File: src/rtl/mux_reduce_pipe_if.sv
// Valid/ready bundle for mux_reduce_pipe: packed multi-word
// upstream side and single-word downstream side.
interface mux_reduce_pipe_if #(
    parameter int N = 4,
    parameter int W = 8
);
    logic           up_valid;
    logic           up_ready;
    logic [N*W-1:0] up_data;
    logic [1:0]     up_mode;
    logic           down_valid;
    logic           down_ready;
    logic [W-1:0]   down_data;
    logic [1:0]     down_mode;

    modport master (
        output up_valid, up_data, up_mode, down_ready,
        input  up_ready, down_valid, down_data, down_mode
    );

    modport slave (
        input  up_valid, up_data, up_mode, down_ready,
        output up_ready, down_valid, down_data, down_mode
    );
endinterface

File: src/rtl/mux_reduce_pipe.sv
// Pipelined N-to-1 bitwise reduction (OR/AND/XOR/PASS0) built
// purely from 2:1 muxes, one register level per tree level.
module mux_reduce_pipe #(
    parameter int N = 4,
    parameter int W = 8
) (
    input  logic             clk,
    input  logic             rst,
    mux_reduce_pipe_if.slave bus
);
    localparam int STAGES = $clog2(N);
    // Level s holds N>>(s+1) words; all levels packed back to back.
    localparam int DW = (N - 1) * W;

    logic [DW-1:0]           data_q;
    logic [DW-1:0]           data_d;
    logic [2*STAGES-1:0]     mode_q;
    logic [2*STAGES-1:0]     mode_d;
    logic [STAGES-1:0]       vld_q;
    logic [STAGES-1:0]       vld_d;
    // Inputs to every level: up_* ports at the bottom, then each
    // level's registers. The top slot is the output register.
    logic [(2*N-1)*W-1:0]    src;
    logic [2*STAGES+1:0]     msrc;
    logic [STAGES:0]         vsrc;
    logic                    adv;

    function automatic logic mux2(
        input logic sel,
        input logic d0,
        input logic d1
    );
        return sel ? d1 : d0;
    endfunction

    function automatic logic [W-1:0] red2(
        input logic [W-1:0] a,
        input logic [W-1:0] b,
        input logic [1:0]   m
    );
        logic [W-1:0] y;
        logic         r_or;
        logic         r_and;
        logic         nb;
        logic         r_xor;
        logic         r_p0;
        logic         lo;
        logic         hi;
        y = '0;
        for (int i = 0; i < W; i++) begin
            r_or   = mux2(a[i], b[i], 1'b1);
            r_and  = mux2(a[i], 1'b0, b[i]);
            nb     = mux2(b[i], 1'b1, 1'b0);
            r_xor  = mux2(a[i], b[i], nb);
            r_p0   = mux2(1'b0, a[i], 1'b0);
            lo     = mux2(m[0], r_or, r_and);
            hi     = mux2(m[0], r_xor, r_p0);
            y[i]   = mux2(m[1], lo, hi);
        end
        return y;
    endfunction

    assign src  = {data_q, bus.up_data};
    assign msrc = {mode_q, bus.up_mode};
    assign vsrc = {vld_q, bus.up_valid};

    assign bus.down_valid = vsrc[STAGES];
    assign bus.down_data  = src[(2*N-2)*W +: W];
    assign bus.down_mode  = msrc[2*STAGES +: 2];

    assign adv          = !bus.down_valid || bus.down_ready;
    assign bus.up_ready = adv;

    // Combine each adjacent pair of level s into slot j of level s+1.
    always_comb begin
        data_d = '0;
        mode_d = msrc[2*STAGES-1:0];
        vld_d  = vsrc[STAGES-1:0];
        for (int s = 0; s < STAGES; s++) begin
            for (int j = 0; j < (N >> (s + 1)); j++) begin
                data_d[(N - (N >> s) + j)*W +: W] = red2(
                    src[(2*N - 2*(N >> s) + 2*j)*W +: W],
                    src[(2*N - 2*(N >> s) + 2*j + 1)*W +: W],
                    msrc[2*s +: 2]);
            end
        end
    end

    // Whole pipeline shifts together on advance, holds on stall.
    always_ff @(posedge clk or posedge rst) begin
        if (rst) begin
            data_q <= '0;
            mode_q <= '0;
            vld_q  <= '0;
        end else if (adv) begin
            data_q <= data_d;
            mode_q <= mode_d;
            vld_q  <= vld_d;
        end
    end
endmodule

File: src/flat_wrapper.sv
// flat-port wrapper written by rule: the top's interface ports become plain ports
module mux_reduce_pipe_flat 
#(
    parameter int N = 4,
    parameter int W = 8
)
  (clk, rst, bus_up_valid, bus_up_data, bus_up_mode, bus_down_ready, bus_up_ready, bus_down_valid, bus_down_data, bus_down_mode);
  mux_reduce_pipe_if #(.N(N), .W(W)) bus_i ();
  input  logic clk;
  input  logic rst;
  input wire logic [$bits(bus_i.up_valid)-1:0] bus_up_valid;
  input wire logic [$bits(bus_i.up_data)-1:0] bus_up_data;
  input wire logic [$bits(bus_i.up_mode)-1:0] bus_up_mode;
  input wire logic [$bits(bus_i.down_ready)-1:0] bus_down_ready;
  output wire logic [$bits(bus_i.up_ready)-1:0] bus_up_ready;
  output wire logic [$bits(bus_i.down_valid)-1:0] bus_down_valid;
  output wire logic [$bits(bus_i.down_data)-1:0] bus_down_data;
  output wire logic [$bits(bus_i.down_mode)-1:0] bus_down_mode;
  assign bus_i.up_valid = bus_up_valid;
  assign bus_i.up_data = bus_up_data;
  assign bus_i.up_mode = bus_up_mode;
  assign bus_i.down_ready = bus_down_ready;
  assign bus_up_ready = bus_i.up_ready;
  assign bus_down_valid = bus_i.down_valid;
  assign bus_down_data = bus_i.down_data;
  assign bus_down_mode = bus_i.down_mode;
  mux_reduce_pipe #(.N(N), .W(W)) u_core (.clk(clk), .rst(rst), .bus(bus_i));
endmodule
File: config.mk
export PLATFORM = sky130hd
export DESIGN_NAME = mux_reduce_pipe_flat
export DESIGN_NICKNAME = d
export VERILOG_FILES = /design/src/rtl/mux_reduce_pipe_if.sv /design/src/rtl/mux_reduce_pipe.sv /design/src/flat_wrapper.sv
export SDC_FILE = /design/constraint.sdc
export NUM_CORES = 1
export LEC_CHECK = 0
export ABC_CLOCK_PERIOD_IN_PS = 1500
export BUFFER_PORTS_ARGS = -buffer_cell sky130_fd_sc_hd__buf_2
export CAP_MARGIN = 20
export CELL_PAD_IN_SITES_DETAIL_PLACEMENT = 1
export CELL_PAD_IN_SITES_GLOBAL_PLACEMENT = 1
export CORE_AREA = 2 2 81 83
export CTS_BUF_LIST = sky130_fd_sc_hd__clkbuf_8 sky130_fd_sc_hd__clkbuf_16
export CTS_CLUSTER_SIZE = 16
export DETAILED_ROUTE_END_ITERATION = 8
export DIE_AREA = 0 0 83 85
export HOLD_SLACK_MARGIN = 0.08
export PLACE_DENSITY_LB_ADDON = 0.1
export SYNTH_ARGS = -nofsm -noshare
export SYNTH_HDL_FRONTEND = slang
export SYNTH_SLANG_ARGS = --single-unit
File: constraint.sdc
create_clock -name clk -period 1.5 [get_ports clk]
set_input_delay 0.375 -clock clk [delete_from_list [all_inputs] [get_ports clk]]
set_output_delay 0.375 -clock clk [all_outputs]
set_load 0.005 [all_outputs]
# [Yosys cells after proc, flatten, opt, wreduce, memory -nomap -nowiden]
# Cells that the tools add are included.
[classes] mux=168 reduce_logical=2
[ops] cell="1-bit 2-to-1 mux" count=168
[ops] cell="1-bit zero test" count=1
[ops] cell="1-bit logical OR" count=1
[totals] regBits=30 output_inout_bits=12 in_bits=38

# [Longest topological paths before layout]
[logic_depth] depth_word=4 mapped_depth=7 depth_no_buf=5

# [Worst setup path after synthesis]
# Ideal clock, no wire load.
[synth_timing] path_type="input -> register" startpoint="input bus_up_data[5]" endpoint="register u_core.data_q[5]" required_time_ns=1.375 setup_slack_ns=-0.019 path_stages=4 t_arrival_ns=1.394 path_cell_list="inv_1 ha_1 mux4_1 mux2_2"
[synth_via] elab_chain_len=3 word_cells_on_any_way=6 cone_classes="mux: 6"
[synth_rtl] element="start: declaration" line="flat_wrapper.sv:12" rtl="input wire logic [$bits(bus_i.up_data)-1:0] bus_up_data;"
[synth_rtl] element="1-bit 2-to-1 mux (2 in series)" line="mux_reduce_pipe.sv:33" rtl="return sel ? d1 : d0;"
[synth_rtl] element="1-bit 2-to-1 mux (*)" line="mux_reduce_pipe.sv:33"
[synth_rtl] element="end signal: assignment" line="mux_reduce_pipe.sv:96" rtl="data_q <= data_d;"
[synth_rtl] element="end: declaration" line="mux_reduce_pipe.sv:15" rtl="logic [DW-1:0] data_q;"
# Mark *: on every way between the ends. The rest lies on a longest branch, timed or not.
# A chain may end at the register's enable or synchronous reset.

# [Worst setup path after layout]
[layout_timing] startpoint="register u_core.vld_q[1]" endpoint="output bus_up_ready"
[layout_via] elab_chain_len=2
[layout_rtl] element="start: declaration" line="mux_reduce_pipe.sv:19" rtl="logic [STAGES-1:0] vld_q;"
[layout_rtl] element="start signal: assignment" line="mux_reduce_pipe.sv:98" rtl="vld_q <= vld_d;"
[layout_rtl] element="1-bit zero test" line="mux_reduce_pipe.sv:71" rtl="assign adv = !bus.down_valid || bus.down_ready;"
[layout_rtl] element="1-bit logical OR" line="mux_reduce_pipe.sv:71"
[layout_rtl] element="end: declaration" line="flat_wrapper.sv:15" rtl="output wire logic [$bits(bus_i.up_ready)-1:0] bus_up_ready;"
# No other way between the ends.

==> summary.md <==
| Metric | Value |
|---|---|
| Status | finished clean |
| Final WS setup | 0.0936 ns |
| Reg clk slew, reported paths | ~0.06 ns |
| Design area | slightly above 0.003 mm2 |
| Initial antenna violation count | 0 |
| Critical path buffers and inverters | 2 |
| DRT Pass-1 Iters | 4 |
| Required @ worst endpoint | 1.12 ns |
| Internal power | 1.94 mW |
| HP Class | input port to asynchronous set/reset pin |
| CP cell instances | nor2b_4, inv_4, buf_6 |
| Synthesized area per cell | between 9 and 10 um2 |
| Synth warn | 0 |
| Least-Margin Pin Slew | around 0.46 ns |
| VDD IR max | about 500 uV |
| # clock sinks | 30 |
| Placed cell areas | between 0.002 and 0.003 mm2 |
| DIE WIDTH | a little over 80 um |
| Syn Inst Count | 279 |
| Period utilization | 0.938 |
| Initial core utilization | 0.418 |
| CTS tree | yes |
| Clock network power share | 0.272 |
| Fmax | slightly above 0.7 GHz |
| Pwr Density | ~940 mW/mm2 |
| Synthesized flop and latch total | 30 |
| Gp weighted congestion | approximately 0.73 |
| Nets | just over 400 |
| Global-route wire length before repair | a little under 10000 um |
| Root buffer cell | clkbuf_8 |
| Worst slew margin | 0.692 |
| Global route overflow | 0 |
| Area growth syn-to-layout | 17.8% |
| Total GRT Usage | 0.171 |
| Post-DR wirelength/cell | about 14 um |
| Clock Latency Late Sink | 0.29 ns |
| Family with the most delay on the worst path | flip-flops |
| Sequential Power Share | 0.390 |
| Crit path DAT | 1.03 ns |
| Syn_nets | ~370 |
| Clock skew | 0.00233 ns |
| Core area | between 0.006 and 0.007 mm2 |
| P_leak | about 1.7 nW |
| Via count | roughly 2.0k |
| I/O Pins | 50 |
| Fill cells | 752 |
| Max Slew Vio Count | 0 |
| Final wirelength | between 5000 and 6000 um |
| CP max stage cell | dfrtp_1 |
| Pin count of the biggest net entering global routing | 31 |
| Crit Path Class | flop to output pin |
| H-Tree Depth | 2 |
| Startpoint Class | flop |
| Vias in the first global route | about 2k |
| Crit path max fanout | 6 |
| TNS Setup | 0 ns |
| Maximum clock path buffer count | 2 |
| Vias/cell | about 5.0 |
| Mapped Area | approximately 0.0026 mm2 |
| Site Rows | 29 |
| Antenna viol nets, final | 0 |
| Detailed Place HPWL | about 4200 um |
| Final hold violations | 0 |
| Worst Setup End Kind | output pin |
| Yosys cell types | 22 |
| Seq/Total Area, Yosys | 0.289 |
| # DRC | 0 |
| Max-Cap Viols | 0 |
| Final setup fails | 0 |
| Die ar. | a little over 0.007 mm2 |
| Iteration-0 DRC Markers | 22 |
| Share of cells above drive strength 1 | 0.273 |
| Largest stage delay, worst path | approximately 0.34 ns |
| Synth top area share | 0.289 |
| CTS buffer count | 5 |
| Sw power | 943 uW |
| Chip height | between 80 and 90 um |
| Top cell type by total area after synthesis | dfrtp_1 |
| Unrepaired setup endpoints after global routing | true |
| Switching share of power | 0.327 |
| Dpl ws | -0.147 ns |
| Fin crit period | 1.41 ns |
| IO Port Bufs | ~50 |
| Synth area leaders | dfrtp_1 29%, ha_1 23%, inv_1 7.8% |
| Ant diodes | 0 |
| Comb pwr share | 0.338 |
power by group through the flow:
stage,clock network [mW],registers (mW),logic (mW)
after floorplan,0,1.09,0.735
after global placement,0,1.13,0.906
after detailed placement,0,1.14,0.949
after CTS,0.806,1.13,0.979
after global routing,0.852,1.15,1.12
final,0.783,1.12,0.974
placed cells by master (no fill, tap or decap):
cell,n
a21o_1,2
ha_1,48
and2_1,1
a221oi_1,18
buf_4,16
dfrtp_1,30
a221oi_2,1
inv_4,1
and2_4,1
a21oi_1,19
nor2b_4,1
buf_6,1
nor2_1,39
mux2i_1,19
nand2b_1,1
mux4_2,5
nand2_1,9
buf_12,2
inv_1,54
nor2_4,1
clkbuf_8,8
mux2_2,2
buf_2,48
mux2_4,3
metal layers:
| layer | GRT usage | up-vias | share of wire |
|---|---|---|---|
| met5 | 0 | - | 0 |
| met4 | 0.0671 | 0 | 0.017 |
| met3 | 0.0350 | 8 | 0.039 |
| met2 | 0.285 | 41 | 0.48 |
| met1 | 0.218 | 969 | 0.46 |
| li1 | - | 1006 | - |
flip-flops by register name, summed over array words and instances (netlist names):
name	count
u_core.data_q	24
u_core.mode_q	4
u_core.vld_q	2
cell type report:
cell class	count	area, um2	share of cell area
well taps	77	96.3	0.0315
multi-input cells	170	1480	0.484
inverters	55	209	0.0683
flip-flops and latches	30	751	0.245
repair buffers	67	412	0.135
clock buffers	8	110	0.0360
worst paths after layout:
path | slack [ns] | end | cells after the start | from
worst max register to register | 0.11 | u_core.data_q[21]$_DFFE_PP0P_ | 6 | u_core.vld_q[1]$_DFFE_PP0P_
worst min register to register | 0.46 | u_core.mode_q[3]$_DFFE_PP0P_ | 2 | u_core.mode_q[3]$_DFFE_PP0P_
worst min-delay path | 0.15 | u_core.data_q[16]$_DFFE_PP0P_ | 3 | rst
worst max-delay path | 0.09 | bus_up_ready | 3 | u_core.vld_q[1]$_DFFE_PP0P_
max in group asynchronous | 1.07 | u_core.data_q[15]$_DFFE_PP0P_ | 3 | rst
min in group clk | 0.29 | u_core.vld_q[0]$_DFFE_PP0P_ | 3 | bus_up_valid
stage by stage:
step	instances	utilization	hold WS [ns]	power, mW
floorplan	279	-	0.430	1.83
detailed placement	396	0.467	0.452	2.09
CTS	405	0.489	0.165	2.91
finish	407	0.493	0.150	2.88
global placement	396	0.467	0.441	2.04
global route	407	0.493	0.188	3.13
kinds of logic after synthesis:
group,synth area share
AND/OR/NAND/NOR,0.0814
buffers and inverters,0.146
multiplexers,0.146
adder cells (fa/ha/maj),0.231
flip-flops,0.289
AO/OA/AOI/OAI,0.107
Yosys cell counts, drive strengths merged:
cell type / count
clkbuf: 2
mux2i: 19
a221oi: 19
and2: 2
buf: 22
dfrtp: 30
ha: 48
mux4: 5
nor2b: 1
a21o: 2
inv: 55
nor2: 40
nand2b: 1
mux2: 5
nand2: 9
a21oi: 19
timing repair:
action                     in CTS  in global routing
hold buffers                    0                  0
resized for setup               6                  3
setup endpoints to repair      15                  1
setup buffers                   1                  3
worst reg2reg max path, stage by stage (launching register included):
cell      delay (ns)
dfrtp_1         0.34
nor2b_4         0.21
buf_4           0.13
buf_4           0.12
nor2_1          0.04
buf_4           0.17
a221oi_2        0.28
Note: power is estimated with default switching activity, not from simulation.
